--- src/rtl/imem_loader.sv ---
// imem_loader: framed byte-stream loader for the instruction memory write port.
// Frame: SYNC_BYTE, count[7:0], count[15:8], then 4*count little-endian payload bytes.
// Holds the CPU (cpu_hold) while an image is being written.
// Optional feature macro: IMEM_LOADER_CHECKSUM_EN adds a trailing XOR checksum byte
// and a CSUM state that validates it before signalling done.
module imem_loader #(
    parameter int                     INS_ADDRESS = 32,
    parameter int                     INS_W       = 32,
    parameter logic [INS_ADDRESS-1:0] BASE_ADDR   = {INS_ADDRESS{1'b0}},
    parameter int                     MEM_WORDS   = 18,
    parameter logic [7:0]             SYNC_BYTE   = 8'hA5
) (
    input  logic                   clk,
    input  logic                   rst_n,
    input  logic [7:0]             rx_data,
    input  logic                   rx_valid,
    output logic                   rx_ready,
    output logic                   wr_en,
    output logic [INS_ADDRESS-1:0] wr_addr,
    output logic [INS_W-1:0]       wr_data,
    output logic                   cpu_hold,
    output logic                   done,
    output logic                   error
);

    typedef enum logic [2:0] {
        ST_IDLE   = 3'd0,
        ST_LEN_LO = 3'd1,
        ST_LEN_HI = 3'd2,
        ST_DATA   = 3'd3,
        ST_FINISH = 3'd4
`ifdef IMEM_LOADER_CHECKSUM_EN
        ,
        ST_CSUM   = 3'd5
`endif
    } state_t;

    localparam logic [15:0] MAX_WORDS = 16'(MEM_WORDS);

`ifdef IMEM_LOADER_CHECKSUM_EN
    // Running XOR over payload bytes.
    function automatic logic [7:0] csum_update(input logic [7:0] acc, input logic [7:0] b);
        csum_update = acc ^ b;
    endfunction
`endif

    state_t                 state_r;
    logic [7:0]             count_lo_r;
    logic [15:0]            count_r;
    logic [15:0]            word_idx_r;
    logic [1:0]             byte_idx_r;
    logic [INS_W-1:0]       asm_r;
`ifdef IMEM_LOADER_CHECKSUM_EN
    logic [7:0]             csum_r;
`endif

    logic                   hs_s;
    logic [15:0]            len_s;
    logic [INS_W-1:0]       word_s;
    logic                   last_word_s;
    logic [INS_ADDRESS-1:0] addr_off_s;

    // Handshake and datapath helpers derived from the current byte.
    assign hs_s        = rx_valid & rx_ready;
    assign len_s       = {rx_data, count_lo_r};
    assign word_s      = {rx_data, asm_r[INS_W-1:8]};
    assign last_word_s = (word_idx_r == (count_r - 16'd1));
    assign addr_off_s  = INS_ADDRESS'({word_idx_r, 2'b00});

    // Frame parser FSM with registered outputs.
    always_ff @(posedge clk or negedge rst_n) begin
        if (!rst_n) begin
            state_r    <= ST_IDLE;
            count_lo_r <= 8'h00;
            count_r    <= 16'h0000;
            word_idx_r <= 16'h0000;
            byte_idx_r <= 2'd0;
            asm_r      <= {INS_W{1'b0}};
`ifdef IMEM_LOADER_CHECKSUM_EN
            csum_r     <= 8'h00;
`endif
            rx_ready   <= 1'b0;
            wr_en      <= 1'b0;
            wr_addr    <= BASE_ADDR;
            wr_data    <= {INS_W{1'b0}};
            cpu_hold   <= 1'b0;
            done       <= 1'b0;
            error      <= 1'b0;
        end else begin
            wr_en <= 1'b0;
            done  <= 1'b0;
            case (state_r)
                ST_IDLE: begin
                    rx_ready <= 1'b1;
                    if (hs_s && (rx_data == SYNC_BYTE)) begin
                        state_r    <= ST_LEN_LO;
                        cpu_hold   <= 1'b1;
                        error      <= 1'b0;
                        word_idx_r <= 16'h0000;
                        byte_idx_r <= 2'd0;
`ifdef IMEM_LOADER_CHECKSUM_EN
                        csum_r     <= 8'h00;
`endif
                    end else begin
                        state_r <= ST_IDLE;
                    end
                end
                ST_LEN_LO: begin
                    if (hs_s) begin
                        count_lo_r <= rx_data;
                        state_r    <= ST_LEN_HI;
                    end else begin
                        state_r <= ST_LEN_LO;
                    end
                end
                ST_LEN_HI: begin
                    if (hs_s) begin
                        count_r <= len_s;
                        if (len_s > MAX_WORDS) begin
                            error    <= 1'b1;
                            cpu_hold <= 1'b0;
                            state_r  <= ST_IDLE;
                        end else if (len_s == 16'h0000) begin
`ifdef IMEM_LOADER_CHECKSUM_EN
                            state_r  <= ST_CSUM;
`else
                            state_r  <= ST_FINISH;
                            done     <= 1'b1;
                            cpu_hold <= 1'b0;
                            rx_ready <= 1'b0;
`endif
                        end else begin
                            state_r <= ST_DATA;
                        end
                    end else begin
                        state_r <= ST_LEN_HI;
                    end
                end
                ST_DATA: begin
                    if (hs_s) begin
                        asm_r      <= word_s;
                        byte_idx_r <= byte_idx_r + 2'd1;
`ifdef IMEM_LOADER_CHECKSUM_EN
                        csum_r     <= csum_update(csum_r, rx_data);
`endif
                        if (byte_idx_r == 2'd3) begin
                            wr_en      <= 1'b1;
                            wr_data    <= word_s;
                            wr_addr    <= BASE_ADDR + addr_off_s;
                            word_idx_r <= word_idx_r + 16'd1;
                            if (last_word_s) begin
`ifdef IMEM_LOADER_CHECKSUM_EN
                                state_r  <= ST_CSUM;
`else
                                state_r  <= ST_FINISH;
                                done     <= 1'b1;
                                cpu_hold <= 1'b0;
                                rx_ready <= 1'b0;
`endif
                            end else begin
                                state_r <= ST_DATA;
                            end
                        end else begin
                            state_r <= ST_DATA;
                        end
                    end else begin
                        state_r <= ST_DATA;
                    end
                end
`ifdef IMEM_LOADER_CHECKSUM_EN
                ST_CSUM: begin
                    if (hs_s) begin
                        cpu_hold <= 1'b0;
                        if (rx_data == csum_r) begin
                            state_r  <= ST_FINISH;
                            done     <= 1'b1;
                            rx_ready <= 1'b0;
                        end else begin
                            error   <= 1'b1;
                            state_r <= ST_IDLE;
                        end
                    end else begin
                        state_r <= ST_CSUM;
                    end
                end
`endif
                ST_FINISH: begin
                    rx_ready <= 1'b1;
                    state_r  <= ST_IDLE;
                end
                default: begin
                    rx_ready <= 1'b1;
                    cpu_hold <= 1'b0;
                    state_r  <= ST_IDLE;
                end
            endcase
        end
    end

endmodule

--- config.mk ---
export PLATFORM = sky130hd
export DESIGN_NAME = imem_loader
export DESIGN_NICKNAME = d
export VERILOG_FILES = /design/src/rtl/imem_loader.sv
export SDC_FILE = /design/constraint.sdc
export NUM_CORES = 1
export LEC_CHECK = 0
export ABC_AREA = 1
export BUFFER_PORTS_ARGS = -buffer_cell sky130_fd_sc_hd__buf_2
export CAP_MARGIN = 20
export CORE_UTILIZATION = 40
export DETAILED_ROUTE_END_ITERATION = 6
export GPL_TIMING_DRIVEN = 0
export PLACE_DENSITY = 0.65
export SLEW_MARGIN = 20
export SYNTH_ARGS = -nofsm -noshare
export SYNTH_HDL_FRONTEND = slang
export SYNTH_SLANG_ARGS = --single-unit
--- constraint.sdc ---
create_clock -name clk -period 4.7 [get_ports clk]
set_input_delay 0.235 -clock clk [delete_from_list [all_inputs] [get_ports clk]]
set_output_delay 0.235 -clock clk [all_outputs]
set_load 0.01 [all_outputs]
==> results by group <==
Layout
  – Layout Nets: 838
  – Share of post-route cells with drive strength above 1: 0.1768
  – Most frequent cells in the layout: nand2_1 (206), dfrtp_1 (122), o21ai_0 (88)
  – Commonest non-fill, non-tap cell in the layout: nand2_1
  – Area growth from synthesis to layout: 21.05%
  – Fin area: 0.007131 mm^2
  – Final core area utilization: 0.5059
  – Final std cells w/o fill: 1017
  – Inserted Diodes: 0

STA
  – Final period util: 0.4544
  – Setup TNS: 0 ps
  – Final Max Slew Viols: 0
  – Fin. Hold Viols: 0
  – Worst-Margin Slew: 768.0 ps
  – Relative slew slack: 0.4840
  – Worst Clk Skew: 5.688 ps
  – Setup violators final: 0
  – Hold_ws: 72.14 ps
  – Worst setup margin: 2564 ps
  – Final min period: 2136 ps
  – Max Clk Rate: 468.2 MHz
  – RSZ-0062 raised after global routing: false

Placement
  – RePlAce Congestion: 0.8834
  – Pre-CTS setup slack: 2585 ps
  – Port bufs: 63
  – DPL Wire Length: 10550 um
  – DP Area: 0.006521 mm^2
  – Placed cells: 984

Critical path
  – Worst Setup EP: rx_ready$_DFFE_PN0P_
  – Kind of critical path: flop to flop
  – FF-to-FF Start: count_r[0]$_DFFE_PN0P_
  – R2R depth: 15
  – Crit path depth: 15
  – Worst stage delay on the critical path: 410 ps
  – Crit Reg-Reg Endpoint: rx_ready$_DFFE_PN0P_
  – Element type at the critical path end: flop
  – R2R setup slack: 2560 ps
  – Delay-heaviest family, CP: simple AND/OR/NAND/NOR gates
  – CP max FO: 7
  – CP startpoint: count_r[0]$_DFFE_PN0P_
  – Startpoint type of the worst setup path: flop
  – Worst path buffer plus inverter count: 1
  – Critical Path RT: 5010 ps
  – WP data arrival: 2450 ps
  – CP dominant cell by count: nand2_1
  – Crit-path cells: inv_1 > ha_1 > nand2_2 > nor2_4 > nand2_1 > nand3_1 > nand2_1 > nor2_2 > nand2_1 > nor2_1 > nand2_1 > nand2_2 > nand3_2 > nand2_1 > nand2_1
  – Crit-path slowest cell: dfrtp_1

Global route
  – Global-route wire length before repair: 24520 um
  – Pin count of the biggest net entering global routing: 82
  – Antenna violations before repair: 0
  – Grt ovf: 0
  – Total track usage: 0.2149
  – Vias in the first global route: 4854

Yosys
  – Netlist cell types: 35
  – Top cell type's share of synthesized area: 0.5183
  – Cell area after synthesis: 0.005891 mm^2
  – Yosys reg bits: 122
  – Yosys warnings: 0
  – Post-synthesis cell count: 725
  – Mean Syn Cell Area: 8.125 um^2
  – Fraction of the yosys area taken by sequential cells: 0.5183
  – Area contributors post-synth: dfrtp_1 (52%), nand2_1 (13%), o21ai_0 (7.5%)
  – Synth area leader: dfrtp_1

Clocking
  – CTS tree: built
  – CTS-repair resized insts: 0
  – TritonCTS Buffers: 17
  – Hold_buf cts: 1
  – Clock Tree Buf Depth: 2
  – Post-CTS Setup Bufs: 0
  – CTS root buf: clkbuf_16
  – Clk slew on worst S/H paths: 60 ps
  – H-tree depth: 4
  – Worst-skew pair later-pin latency: 430 ps
  – CTS sink cnt: 122

Floorplan
  – Die H: 123.4 um
  – Die Wd: 123.4 um
  – Initial core utilization: 0.4179
  – Num rows: 43
  – Core area: 0.01410 mm^2
  – DIE AREA: 0.01522 mm^2
  – I/O pins: 80

Flow run
  – Max-cap violation count: 0

Route
  – DR vias/cell: 4.899
  – WL/cell: 14.32 um
  – DR vias: 4982
  – First DRT Iteration DRCs: 321
  – DRT Wirelength: 14570 um
  – DRT antenna net count: 0
  – Initial DRT Pass Iterations: 7
  – Drt drc: 0

Pwr
  – VDD IR-drop max: 0.2793 mV
  – Power Density: 339.4 mW/mm^2
  – Pwr Total: 2.420 mW
  – Lkg Pwr: 3.791 nW

Worst hold path
  – HP Start: rx_data[7]
  – Worst min path class: input pin to flop

Run status
  – Outcome: completed
-- tightest hold or removal path, stage by stage --
cell and delay [ps]:
buf_2 120, nand2_1 50, o21ai_0 60
-- layer usage --
metal	track usage	share of wire	up-vias
li1	-	-	2490
met1	0.2996	0.48	2330
met2	0.3230	0.45	146
met3	0.05351	0.050	16
met4	0.07756	0.017	0
met5	0	0	-
-- flip-flops by register name, summed over array words and instances (netlist names) --
name and cells:
wr_data 32, asm_r 24, count_r 16, word_idx_r 16, wr_addr 16, count_lo_r 8, state_r 3, byte_idx_r 2
cpu_hold 1, done 1, error 1, rx_ready 1, wr_en 1
-- cells by family after synthesis --
| family | share of synthesized area |
|---|---|
| compound gates | 0.1041 |
| xor+xnor | 0.02230 |
| buf+inv | 0.09728 |
| flops | 0.5183 |
| other cells | 0.0006366 |
| fa+ha+maj | 0.006373 |
| simple gates | 0.2511 |
-- where the power goes --
part | internal [mW] | leakage (nW) | switching, mW
clock network | 0.835 | 0.289 | 0.479
registers | 1.05 | 1.50 | 0
logic | 0.0158 | 2.01 | 0.0389
-- Yosys cell counts (all sizes together) --
| library cell | count |
|---|---|
| a21boi | 1 |
| a21oi | 4 |
| and3 | 2 |
| buf | 27 |
| clkbuf | 14 |
| conb | 1 |
| dfrtp | 122 |
| ha | 3 |
| inv | 86 |
| nand2 | 213 |
| nand3 | 35 |
| nand3b | 5 |
| nand4 | 12 |
| nor2 | 58 |
| nor3 | 8 |
| nor3b | 1 |
| nor4 | 6 |
| o21ai | 104 |
| o21bai | 1 |
| o31ai | 7 |
| xnor2 | 2 |
| xor2 | 13 |
-- worst min-delay path by stage --
stage	to	cells past startpoint	slack (ps)
2_1_floorplan	asm_r[10]$_DFFE_PN0P_	0	-60
3_3_place_gp	wr_addr[14]$_DFFE_PN0P_	2	460
3_5_place_dp	wr_addr[10]$_DFFE_PN0P_	1	180
4_1_cts	asm_r[31]$_DFFE_PN0P_	3	60
5_1_grt	asm_r[31]$_DFFE_PN0P_	3	90
6_report	asm_r[31]$_DFFE_PN0P_	3	70
-- layout make-up --
class                           count  area (um^2)
Multi-Input combinational cell    491         2321
Inverter                           86        325.3
Timing Repair Buffer               65        359.1
Clock inverter                     10        115.1
Sequential cell                   122         3053
Fill cell                        1338         6965
Tap cell                          180        225.2
Clock buffer                       22        484.2
Buffer                             41        247.7
Power figures use the tool's default switching activity.
